## config.mk

```make
export PLATFORM = sky130hd
export DESIGN_NAME = imem_loader
export DESIGN_NICKNAME = d
export VERILOG_FILES = /design/src/rtl/imem_loader_pkg.sv /design/src/rtl/imem_loader.sv
export SDC_FILE = /design/constraint.sdc
export NUM_CORES = 1
export LEC_CHECK = 0
export ABC_CLOCK_PERIOD_IN_PS = 2660
export CORE_MARGIN = 1
export CORE_UTILIZATION = 51
export CTS_CLUSTER_SIZE = 14
export DETAILED_ROUTE_END_ITERATION = 6
export GPL_TIMING_DRIVEN = 0
export HOLD_SLACK_MARGIN = 0.15
export PLACE_DENSITY_LB_ADDON = 0.1
export SLEW_MARGIN = 5
export SYNTH_ARGS = -nofsm -noshare
export SYNTH_HDL_FRONTEND = slang
export SYNTH_SLANG_ARGS = --single-unit
export TNS_END_PERCENT = 20
```

## constraint.sdc

```tcl
create_clock -name clk -period 2.66 [get_ports clk]
set_input_delay 0.798 -clock clk [delete_from_list [all_inputs] [get_ports clk]]
set_output_delay 0.798 -clock clk [all_outputs]
set_load 0.03 [all_outputs]
```

## src/rtl/imem_loader_pkg.sv

```systemverilog
// Shared types and defaults for the boot-time instruction memory loader.
package imem_loader_pkg;

  typedef enum logic [2:0] {
    StSync,
    StAddr,
    StLen,
    StData,
    StChk,
    StDone
  } state_e;

  localparam logic [7:0]  SYNC_BYTE_DEFAULT = 8'hA5;
  localparam int unsigned TIMEOUT_DEFAULT   = 1024;

  // Counter must be able to hold the full timeout value.
  function automatic int unsigned tmo_width(input int unsigned cycles);
    return $clog2(cycles + 1);
  endfunction

endpackage

```

## src/rtl/imem_loader.sv

```systemverilog
// Framed byte-stream loader for the 256-byte instruction memory; holds the core in reset
// until a frame with a good checksum has been committed.
module imem_loader
  import imem_loader_pkg::*;
#(
  parameter int unsigned ADDR_W         = 8,
  parameter logic [7:0]  SYNC_BYTE      = SYNC_BYTE_DEFAULT,
  parameter int unsigned TIMEOUT_CYCLES = TIMEOUT_DEFAULT
) (
  input  logic              clk,
  input  logic              reset,
  input  logic              in_valid,
  input  logic [7:0]        in_data,
  output logic              in_ready,
  output logic              wr_en,
  output logic [ADDR_W-1:0] wr_addr,
  output logic [7:0]        wr_data,
  output logic              core_hold,
  output logic              done,
  output logic              err,
  output logic              err_sticky
);

  localparam int unsigned TmoW = tmo_width(TIMEOUT_CYCLES);

  state_e            state_q, state_d;
  logic [ADDR_W-1:0] addr_q, addr_d;
  logic [8:0]        cnt_q, cnt_d;
  logic [7:0]        sum_q, sum_d;
  logic [TmoW-1:0]   tmo_q, tmo_d;
  logic              in_ready_q, in_ready_d;
  logic              wr_en_q, wr_en_d;
  logic [ADDR_W-1:0] wr_addr_q, wr_addr_d;
  logic [7:0]        wr_data_q, wr_data_d;
  logic              core_hold_q, core_hold_d;
  logic              done_q, done_d;
  logic              err_q, err_d;
  logic              err_sticky_q, err_sticky_d;

  logic       hs;
  logic [7:0] chk_sum;
  logic       in_frame;

  assign hs       = in_valid & in_ready_q;
  assign chk_sum  = sum_q + in_data;
  assign in_frame = (state_q == StAddr) || (state_q == StLen) ||
                    (state_q == StData) || (state_q == StChk);

  always_comb begin
    state_d      = state_q;
    addr_d       = addr_q;
    cnt_d        = cnt_q;
    sum_d        = sum_q;
    tmo_d        = tmo_q;
    in_ready_d   = 1'b1;
    wr_en_d      = 1'b0;
    wr_addr_d    = wr_addr_q;
    wr_data_d    = wr_data_q;
    core_hold_d  = core_hold_q;
    done_d       = 1'b0;
    err_d        = 1'b0;
    err_sticky_d = err_sticky_q;

    if (hs) begin
      unique case (state_q)
        StSync: begin
          if (in_data == SYNC_BYTE) state_d = StAddr;
        end
        StAddr: begin
          addr_d  = ADDR_W'(in_data);
          state_d = StLen;
        end
        StLen: begin
          cnt_d   = (in_data == 8'd0) ? 9'd256 : {1'b0, in_data};
          sum_d   = 8'd0;
          state_d = StData;
        end
        StData: begin
          sum_d     = chk_sum;
          wr_en_d   = 1'b1;
          wr_addr_d = addr_q;
          wr_data_d = in_data;
          addr_d    = addr_q + ADDR_W'(1);
          cnt_d     = cnt_q - 9'd1;
          if (cnt_q == 9'd1) state_d = StChk;
        end
        StChk: begin
          if (chk_sum == 8'd0) begin
            done_d       = 1'b1;
            core_hold_d  = 1'b0;
            err_sticky_d = 1'b0;
            state_d      = StDone;
          end else begin
            err_d        = 1'b1;
            err_sticky_d = 1'b1;
            state_d      = StSync;
          end
        end
        StDone: begin
          if (in_data == SYNC_BYTE) begin
            core_hold_d = 1'b1;
            state_d     = StAddr;
          end
        end
        default: state_d = StSync;
      endcase
    end

    // A handshake on the expiry cycle wins over the abort.
    if (!in_frame || hs) begin
      tmo_d = '0;
    end else if (tmo_q == TmoW'(TIMEOUT_CYCLES - 1)) begin
      tmo_d        = '0;
      err_d        = 1'b1;
      err_sticky_d = 1'b1;
      core_hold_d  = 1'b1;
      state_d      = StSync;
    end else begin
      tmo_d = tmo_q + TmoW'(1);
    end
  end

  always_ff @(posedge clk) begin
    if (reset) begin
      state_q      <= StSync;
      addr_q       <= '0;
      cnt_q        <= '0;
      sum_q        <= '0;
      tmo_q        <= '0;
      in_ready_q   <= 1'b0;
      wr_en_q      <= 1'b0;
      wr_addr_q    <= '0;
      wr_data_q    <= '0;
      core_hold_q  <= 1'b1;
      done_q       <= 1'b0;
      err_q        <= 1'b0;
      err_sticky_q <= 1'b0;
    end else begin
      state_q      <= state_d;
      addr_q       <= addr_d;
      cnt_q        <= cnt_d;
      sum_q        <= sum_d;
      tmo_q        <= tmo_d;
      in_ready_q   <= in_ready_d;
      wr_en_q      <= wr_en_d;
      wr_addr_q    <= wr_addr_d;
      wr_data_q    <= wr_data_d;
      core_hold_q  <= core_hold_d;
      done_q       <= done_d;
      err_q        <= err_d;
      err_sticky_q <= err_sticky_d;
    end
  end

  assign in_ready   = in_ready_q;
  assign wr_en      = wr_en_q;
  assign wr_addr    = wr_addr_q;
  assign wr_data    = wr_data_q;
  assign core_hold  = core_hold_q;
  assign done       = done_q;
  assign err        = err_q;
  assign err_sticky = err_sticky_q;

endmodule

```

==> summary.txt, run 1 <==
Outcome
  – Status: complete, no violations

Synth
  – Yosys cell types: 53
  – Mapped Avg Cell Area: 7.91 sq um
  – Register bit total from synthesis: 61
  – Number of enable flip-flop cells after synthesis: 0
  – Post-synth top area share: 38.9%
  – FFs w/ async S/R, synth: 0%
  – Area leader, netlist: dfxtp_1
  – Mapped Cells: 397
  – Synth warn: 0
  – Syn Nets: 420
  – Area contributors post-synth: dfxtp_1 (39%), nand2_1 (7.2%), a21oi_1 (6.2%)
  – Main synth FF type: dfxtp_1
  – Mapped cell area: 3140 sq um
  – Seq/Total Area, Yosys: 38.9%

Route
  – DRT iter0 DRCs: 172
  – Post-route ant nets: 0
  – Routed vias: 3047
  – Initial DRT Pass Iterations: 5
  – Total Wirelength: 8.03 mm
  – Post-route DRC: 0
  – Vias/cell: 5.85
  – DR WL/cell: 15.4 um

STA
  – Crit share post-route: 98.1%
  – Fmax: 383 MHz
  – Worst slew margin: 53.1%
  – Worst-Margin Slew: 0.696 ns
  – Final setup fails: 0
  – Max-slew violation count: 0
  – Hold Fails Final Rpt: 0
  – RSZ-0062 raised after global routing: true
  – Total negative setup slack: 0 ns
  – Clk_skew: 0.00452 ns
  – Worst setup margin: 0.0498 ns
  – Hold Slack: 0.449 ns
  – Crit path time final: 2.61 ns

Placement
  – IO buf count: 31
  – Dpl hpwl: 5.55 mm
  – Placed cell count: 503
  – Gpl congestion: 0.856
  – Setup WS pre-CTS: -0.876 ns

Finish
  – Antenna cells: 0
  – Most common cell after layout, fill and taps aside: dfxtp_1
  – Layout cells sized above 1: 9.19%
  – Fin cells: 521
  – Most frequent cells in the layout: dfxtp_1 (61), nand2_1 (60), nor2_1 (49)
  – Fin nets: 464
  – Fill count: 541
  – Synth-to-layout area growth: 21.8%

Setup path
  – Critical Path RT: 2.96 ns
  – R2R cell count: 7
  – Crit path kind: in -> reg
  – Critical path's slowest cell: a2111oi_4
  – Critical path arrival: 2.91 ns
  – R2r endpoint: state_q[0]
  – Max Fanout on Critical Path: 8
  – CP cell instances: clkdlybuf4s18_2, ha_4, nor3b_1, a311o_1, or3_1, a2111oi_4, a22o_1
  – R2R Setup Slk: 0.33 ns
  – Startpoint class of the critical path: primary input
  – CP bufs+invs: 1
  – FF-to-FF Start: sum_q[0]
  – Crit end category: flip-flop
  – Worst path max stage delay: 0.44 ns
  – Top delay family on crit path: compound AO/OA/AOI/OAI gates

Power
  – Power Density: 466 nW/um^2
  – P_leak: 1.28 nW
  – Seq pwr share: 51.4%
  – Comb power frac: 6.1%
  – Internal power: 1.29 mW
  – Total power: 1.78 mW
  – VDD IR max: 255 uV
  – Clock share of power: 42.5%
  – Sw power: 0.490 mW
  – Sw frac: 27.5%

GRT
  – First-pass GRT wire length: 13.5 mm
  – Total gr overflow: 0
  – Largest net degree at the start of global routing: 13
  – Aggregate global-route resource usage: 27.9%
  – Number of global-route vias before repair: 2877
  – Antenna violations before repair: 0

Hold path
  – Hold Path End: tmo_q[10]
  – Hold Startpoint: tmo_q[10]
  – Worst hold stages: 2
  – Worst hold path class: reg -> reg

Floorplanning
  – Total core area: 5920 sq um
  – I/O Pins: 33
  – FP Rows: 28
  – Die area: 6480 sq um
  – Die X: 80.5 um
  – Die Height: 80.5 um
  – Initial Utilization: 53.1%

Clocking
  – Reg clk slew, reported paths: 0.07 ns
  – CTS root buf: clkbuf_8
  – CTS tree: done
  – Clk_lat worst skew: 0.35 ns
  – TritonCTS Sinks: 61
  – Max clock buf depth: 2
  – H-tree depth: 3
  – Hold_buf cts: 0
  – Num CTS Buffers: 9

Flow run
  – Max Cap Violations: 0
-- power groups by stage --
stage,clock network [mW],logic [mW],registers [mW]
after floorplan,0,0.0564,0.938
after global placement,0,0.100,0.937
after detailed placement,0,0.101,0.937
after CTS,0.758,0.106,0.915
after global routing,0.802,0.118,0.915
final,0.758,0.109,0.915
-- timing repair --
action,in CTS,in global routing
gates cloned,0,0
setup endpoints to repair,9,4
pin swaps,5,0
resized for setup,29,5
buffers inserted,2,0
-- synthesized netlist by cell type, types with 5 or more instances --
cell type and n:
a21oi_1 39, nor3_1 9, a22oi_1 10, xor2_1 6
inv_1 10, nand3_1 13, ha_1 11, nor2_1 49
and3_1 5, nand2_1 60, o21ai_1 13, clkbuf_1 17
dfxtp_1 61, o21ai_0 11
-- per-stage QoR --
step | cell area, sq um | util [%]
3_5_place_dp | 3550 | 59.9
4_1_cts | 3820 | 64.5
2_1_floorplan | 3140 | -
3_3_place_gp | 3550 | 59.9
6_report | 3830 | 64.6
5_1_grt | 3830 | 64.6
-- how the worst max path moves through the flow --
stage	endpoint	slack [ns]	cells after the start	from
after floorplan	state_q[0]	0.04	7	in_data[0]
after global placement	err	-0.84	7	in_data[5]
after detailed placement	err	-0.88	8	in_data[0]
after CTS	err	0.05	8	in_data[2]
after global routing	state_q[0]	-0.02	7	in_data[1]
final	state_q[0]	0.05	7	in_data[5]
-- logic make-up after synthesis --
family / Yosys count / synth area share, %
adders and majority gates: 12 / 5.02
and+or+nand+nor: 176 / 27.0
xor gates and xnor gates: 10 / 2.79
AOI/OAI and AO/OA: 109 / 22.8
DFF: 61 / 38.9
buffers and inverters: 29 / 3.54
-- layout make-up --
| cell class | instances | area, sq um | share of cell area [%] |
|---|---|---|---|
| Buffer | 19 | 73.8 | 1.93 |
| Clock buffer | 9 | 124 | 3.24 |
| Clock inverter | 7 | 52.6 | 1.37 |
| Inverter | 10 | 37.5 | 0.981 |
| Multi-Input combinational cell | 307 | 1910 | 49.9 |
| Sequential cell | 61 | 1220 | 31.9 |
| Tap cell | 75 | 93.8 | 2.45 |
| Timing Repair Buffer | 33 | 315 | 8.24 |
-- sequential cells by signal, indices dropped and copies added, names as in the netlist --
register    flops
core_hold       1
cnt_q           9
wr_data         8
err             1
in_ready        1
tmo_q          11
wr_addr         8
addr_q          8
wr_en           1
err_sticky      1
sum_q           8
done            1
state_q         3
-- worst reg2reg max path: cells and delay by family, from the launching register on --
family | cells | cell delay (ns)
adders and majority gates | 2 | 0.57
and+or+nand+nor | 2 | 0.49
DFF | 1 | 0.34
AOI/OAI and AO/OA | 3 | 0.88
-- per-layer routing --
| layer | part of all wire (%) | global-route usage, % | up-vias |
|---|---|---|---|
| met5 | 0 | 0 | - |
| met4 | 2.6 | 12.5 | 0 |
| met3 | 4.8 | 6.48 | 24 |
| met2 | 47 | 44.8 | 92 |
| met1 | 46 | 35.3 | 1431 |
| li1 | - | - | 1500 |
No activity file was read; power rests on OpenSTA's default activity.
==> run 2, diff against run 1 <==
Settings changed: PLACE_DENSITY from default to 0.8, PLACE_DENSITY_LB_ADDON 0.1 to default.
==> run 2 against run 1 <==
Net effect:
- count of clock-buffer cells in the layout up 2
- global-route usage down 0.83 points
- utilization is 1.4 points higher
- register-to-register slack got worse by 0.02 ns
- worst hold slack improved by 0.0052 ns
- fmax rose by 0.73%
- critical path depth grew 1
- cell count is 0.58% higher
- critical path type unchanged
- largest power group is now the clock network
==> summary.txt, run 2 (synthesis gave the netlist of run 1 again) <==
Power
  – Total power: 1.97 mW (was 1.78 mW)
  – Power Density: 504 nW/um^2 (was 466 nW/um^2)
  – VDD IR max: 263 uV (was 255 uV)
  – P_leak: 1.34 nW (was 1.28 nW)

Route
  – Post-route ant nets: 0 (unchanged)
  – Total Wirelength: 8.19 mm (was 8.03 mm)
  – Vias/cell: 5.98 (was 5.85)
  – Initial DRT Pass Iterations: 5 (unchanged)
  – DR WL/cell: 15.6 um (was 15.4 um)
  – DRT iter0 DRCs: 260 (was 172)
  – Routed vias: 3132 (was 3047)
  – Post-route DRC: 0 (unchanged)

Setup path
  – Critical Path RT: 2.95 ns (was 2.96 ns)
  – FF-to-FF Start: sum_q[0] (unchanged)
  – Crit path kind: in -> reg (unchanged)
  – Max Fanout on Critical Path: 6 (was 8)
  – Critical path's slowest cell: or3_4 (was a2111oi_4)
  – Crit end category: flip-flop (unchanged)
  – CP Launch Point: in_data[3] (was in_data[5])
  – CP bufs+invs: 2 (was 1)
  – CP cell instances: dlygate4sd2_1, ha_4, a211oi_4, buf_4, o21a_1, or3_4, a2111oi_4, a22o_1 (was clkdlybuf4s18_2, ha_4, nor3b_1, a311o_1, or3_1, a2111oi_4, a22o_1)
  – Startpoint class of the critical path: primary input (unchanged)
  – Critical path arrival: 2.88 ns (was 2.91 ns)
  – Worst path max stage delay: 0.41 ns (was 0.44 ns)
  – Top delay family on crit path: compound AO/OA/AOI/OAI gates (unchanged)

Placement
  – IO buf count: 31 (unchanged)
  – Gpl congestion: 0.906 (was 0.856)
  – Dpl hpwl: 5.52 mm (was 5.55 mm)
  – Post-DP Area: 3550 sq um (unchanged)
  – Setup WS pre-CTS: -0.836 ns (was -0.876 ns)

GRT
  – Aggregate global-route resource usage: 27.1% (was 27.9%)
  – First-pass GRT wire length: 13.3 mm (was 13.5 mm)
  – Antenna violations before repair: 0 (unchanged)
  – Total gr overflow: 0 (unchanged)
  – Number of global-route vias before repair: 2807 (was 2877)
  – Largest net degree at the start of global routing: 12 (was 13)

Finish
  – Most common cell after layout, fill and taps aside: dfxtp_1 (unchanged)
  – Synth-to-layout area growth: 24.3% (was 21.8%)
  – Antenna cells: 0 (unchanged)
  – Design Area, Final: 3910 sq um (was 3830 sq um)
  – Top flop regs: tmo_q x11, cnt_q x9 (unchanged)
  – Fin nets: 467 (was 464)
  – Max reg flops: 11 (unchanged)
  – Layout cells sized above 1: 10.2% (was 9.19%)
  – Largest reg by FF count: tmo_q (unchanged)
  – Most frequent cells in the layout: dfxtp_1 (61), nand2_1 (60), nor2_1 (49) (unchanged)

Clocking
  – CTS tree: done (unchanged)
  – TritonCTS Sinks: 61 (unchanged)
  – H-tree depth: 3 (unchanged)
  – Max clock buf depth: 2 (unchanged)
  – CTS root buf: clkbuf_8 (unchanged)
  – Reg clk slew, reported paths: 0.07 ns (about the same)
  – Num CTS Buffers: 9 (unchanged)
  – Hold_buf cts: 0 (unchanged)
  – Clk_lat worst skew: 0.35 ns (about the same)

STA
  – Fmax: 386 MHz (was 383 MHz)
  – RSZ-0062 raised after global routing: false (was true)
  – Crit share post-route: 97.4% (was 98.1%)
  – Worst slew margin: 48.1% (was 53.1%)
  – Final setup fails: 0 (unchanged)
  – Worst setup margin: 0.0686 ns (was 0.0498 ns)
  – Clk_skew: 0.00834 ns (was 0.00452 ns)
  – Max-slew violation count: 0 (unchanged)
  – Worst-Margin Slew: 0.771 ns (was 0.696 ns)
  – Hold Fails Final Rpt: 0 (unchanged)
  – Crit path time final: 2.59 ns (was 2.61 ns)

Hold path
  – Worst hold path class: reg -> reg (unchanged)
  – Hold Startpoint: wr_addr[2] (was tmo_q[10])

Floorplanning
  – Die X: 80.5 um (unchanged)
  – Die area: 6480 sq um (unchanged)
  – Die Height: 80.5 um (unchanged)
  – I/O Pins: 33 (unchanged)
  – Total core area: 5920 sq um (unchanged)
  – Initial Utilization: 53.1% (unchanged)
  – FP Rows: 28 (unchanged)

Flow run
  – Max Cap Violations: 0 (unchanged)

Outcome
  – Status: complete, no violations (unchanged)
run 2: cell types whose count changed in the layout (fill, tap and decap cells not counted), sizes merged, moves of 2 or more:
cell         previous run  this run
clkinvlp                4         0
dlygate4sd2             3         1
buf                     5         9
clkbuf                 27        31
bufinv                  0         2
run 2: repair_timing:
item / 4_1_cts / 5_1_grt
endpoints found under the setup margin: 9 / 4
buffers inserted: 2 / 3
pin swaps: 6 / 10
gates resized for setup: 26 / 14
run 2: final cells by class:
type                    instances  area (sq um)
clock buffers                  11           141
repair buffers                 36           327
clock inverters                 5          82.6
fillers                       481          2010
inverters                      10          37.5
flip-flops and latches         61          1220
well taps                      75          93.8
multi-input cells             307          1930
plain buffers                  19          73.8
run 2: worst paths after layout:
kind | slack [ns] | cells past startpoint | to
worst max-delay path | 0.07 | 8 | state_q[0]
worst min-delay path | 0.45 | 2 | wr_addr[2]
worst max register to register | 0.31 | 7 | state_q[0]
worst min register to register | 0.45 | 2 | wr_addr[2]
run 2: worst min-delay path: stages (launching register included):
cell and delay, ns:
dfxtp_1 0.31, nand2_1 0.05, a21oi_1 0.05
run 2: per-layer routing:
layer / GRT usage (%) / vias to the layer above / wire length [um]
met5: 0 / - / 0
met2: 42.8 / 103 / 3950
li1: - / 1513 / -
met1: 34.1 / 1495 / 3610
met3: 6.48 / 21 / 477
met4: 13.8 / 0 / 160
run 2: through the flow:
stage | setup TNS, ns | std cells | hold WS [ns] | util (%)
after floorplan | 0 | 397 | 0.423 | -
after global placement | -6.35 | 503 | 0.429 | 59.9
after detailed placement | -6.88 | 503 | 0.446 | 59.9
after CTS | 0 | 521 | 0.457 | 65.3
after global routing | 0 | 524 | 0.466 | 66.0
final | 0 | 524 | 0.455 | 66.0
run 2: power breakdown:
part | switching (mW) | internal [mW] | total (mW)
combinational | 0.0694 | 0.0415 | 0.111
sequential | 0.00140 | 0.914 | 0.915
clock | 0.385 | 0.557 | 0.942
total | 0.456 | 1.51 | 1.97
==> run 3, diff against run 2 <==
Settings changed: ABC_AREA from default to 0, CORE_UTILIZATION 51 to 55, DONT_BUFFER_PORTS from default to 1, PLACE_DENSITY 0.8 to 0.77.
==> run 3 against run 2 <==
Net effect:
- sequential power about the same
- combinational power shrank 36%
- critical endpoint unchanged
- cell count is 7.6% lower
- power rose by 3.2%
- non-clock buffer count down 36
- worst hold slack worse by 0.0055 ns
- critical path type unchanged
==> summary.txt, run 3 (synthesis gave the netlist of run 1 again) <==
STA
  – Clk_skew: 0.0124 ns (was 0.00834 ns)
  – Hold Fails Final Rpt: 0 (unchanged)
  – Crit share post-route: 94.4% (was 97.4%)
  – Fmax: 398 MHz (was 386 MHz)
  – Worst slew margin: 52.5% (was 48.1%)
  – Max-slew violation count: 0 (unchanged)
  – Final setup fails: 0 (unchanged)
  – RSZ-0062 raised after global routing: false (unchanged)
  – Worst-Margin Slew: 0.706 ns (was 0.771 ns)
  – Crit path time final: 2.51 ns (was 2.59 ns)

Clocking
  – Max clock buf depth: 2 (unchanged)
  – Hold_buf cts: 0 (unchanged)
  – CTS root buf: clkbuf_8 (unchanged)
  – CTS tree: done (unchanged)
  – Num CTS Buffers: 9 (unchanged)
  – Post-CTS setup buffers: 0 (was 2)
  – Reg clk slew, reported paths: 0.06 ns (was 0.07 ns)
  – TritonCTS Sinks: 61 (unchanged)
  – Post_cts resized: 0 (was 26)
  – Clk_lat worst skew: 0.35 ns (about the same)
  – H-tree depth: 3 (unchanged)

Finish
  – Flip-flop and latch area: 1220 sq um (unchanged)
  – Finished Core Util: 63.2% (was 66.0%)
  – Area of the multi-input gates: 1810 sq um (was 1930 sq um)
  – Largest reg by FF count: tmo_q (unchanged)
  – Most common cell after layout, fill and taps aside: dfxtp_1 (unchanged)
  – Top flop regs: tmo_q x11, cnt_q x9 (unchanged)
  – Most frequent cells in the layout: dfxtp_1 (61), nand2_1 (60), nor2_1 (49) (unchanged)
  – Max reg flops: 11 (unchanged)
  – Synth-to-layout area growth: 10.8% (was 24.3%)
  – Antenna cells: 0 (unchanged)
  – Layout cells sized above 1: 6.07% (was 10.2%)
  – Fin cells: 484 (was 524)
  – Fin nets: 431 (was 467)
  – Fill count: 481 (unchanged)

Setup path
  – CP bufs+invs: 0 (was 2)
  – Crit end category: flip-flop (unchanged)
  – Crit path kind: in -> reg (unchanged)
  – CP cell instances: ha_1, fa_2, a211oi_2, o21ba_1, o221ai_1, a2111oi_4, a22o_1 (was dlygate4sd2_1, ha_4, a211oi_4, buf_4, o21a_1, or3_4, a2111oi_4, a22o_1)
  – Startpoint class of the critical path: primary input (unchanged)
  – Max Fanout on Critical Path: 6 (unchanged)
  – Critical path arrival: 2.80 ns (was 2.88 ns)
  – Critical Path RT: 2.95 ns (about the same)
  – Worst path max stage delay: 0.45 ns (was 0.41 ns)
  – Top delay family on crit path: compound AO/OA/AOI/OAI gates (unchanged)
  – Critical path's slowest cell: a2111oi_4 (was or3_4)

GRT
  – Aggregate global-route resource usage: 27.0% (was 27.1%)
  – Antenna violations before repair: 0 (unchanged)
  – Largest net degree at the start of global routing: 11 (was 12)
  – First-pass GRT wire length: 12.5 mm (was 13.3 mm)
  – Number of global-route vias before repair: 2643 (was 2807)
  – Total gr overflow: 0 (unchanged)

Placement
  – Placed cell count: 469 (was 503)
  – Gpl congestion: 0.925 (was 0.906)
  – Dpl hpwl: 5.28 mm (was 5.52 mm)
  – IO buf count: 0 (was 31)

Outcome
  – Status: complete, no violations (unchanged)

Floorplanning
  – Die area: 6020 sq um (was 6480 sq um)
  – Total core area: 5510 sq um (was 5920 sq um)
  – FP Rows: 27 (was 28)
  – Die X: 77.6 um (was 80.5 um)
  – Initial Utilization: 57.1% (was 53.1%)
  – I/O Pins: 33 (unchanged)
  – Die Height: 77.6 um (was 80.5 um)

Route
  – Vias/cell: 6.13 (was 5.98)
  – DR WL/cell: 15.6 um (about the same)
  – Post-route DRC: 0 (unchanged)
  – DRT iter0 DRCs: 337 (was 260)
  – Routed vias: 2968 (was 3132)
  – Initial DRT Pass Iterations: 5 (unchanged)
  – Post-route ant nets: 0 (unchanged)
  – Total Wirelength: 7.55 mm (was 8.19 mm)

Power
  – Power Density: 584 nW/um^2 (was 504 nW/um^2)
  – VDD IR max: 411 uV (was 263 uV)
  – P_leak: 1.20 nW (was 1.34 nW)

Hold path
  – Worst hold path class: reg -> reg (unchanged)

Flow run
  – Max Cap Violations: 0 (unchanged)
-- run 3: path summary, 6_finish.rpt --
kind	from	endpoint	cells past startpoint	slack [ns]
setup / recovery	in_data[0]	state_q[0]	7	0.15
hold / removal	tmo_q[10]	tmo_q[10]	2	0.45
setup reg to reg	sum_q[0]	state_q[0]	7	0.29
hold reg to reg	tmo_q[10]	tmo_q[10]	2	0.45
-- run 3: stage by stage --
step	cell area (sq um)	hold WS, ns	total power [mW]	setup TNS, ns	worst slack [ns]
after global placement	3230	0.429	1.01	-0.633	-0.168
after detailed placement	3230	0.440	1.01	-0.711	-0.183
after CTS	3480	0.451	2.04	0	0.172
final	3480	0.449	2.03	0	0.150
after floorplan	3140	0.423	0.994	0	0.0357
after global routing	3480	0.467	2.09	0	0.0577
-- run 3: layer usage --
| metal | GRT usage, % | share of wire (%) | vias to the layer above |
|---|---|---|---|
| met5 | 0 | 0 | - |
| met4 | 15.8 | 2.6 | 0 |
| met3 | 6.82 | 7.7 | 25 |
| met2 | 41.0 | 46 | 122 |
| met1 | 34.5 | 44 | 1385 |
| li1 | - | - | 1436 |
-- run 3: cell type report --
class / count / share of cell area (%)
inverter: 10 / 1.08
clock buffer: 11 / 4.35
multi-input combinational: 307 / 52.0
sequential: 61 / 35.1
clock inverter: 4 / 2.73
tap: 72 / 2.59
buffer: 19 / 2.12
-- run 3: power breakdown --
| group | total (mW) | internal (mW) | switching (mW) |
|---|---|---|---|
| combinational | 0.0712 | 0.0264 | 0.0448 |
| clock | 1.04 | 0.667 | 0.376 |
| sequential | 0.917 | 0.914 | 0.00317 |
-- run 3: worst reg2reg max path: cells and delay by family (launching register included) --
kind | cells | cell delay (ns)
flip-flops | 1 | 0.31
adder cells (fa/ha/maj) | 2 | 0.57
AO/OA/AOI/OAI | 5 | 1.42
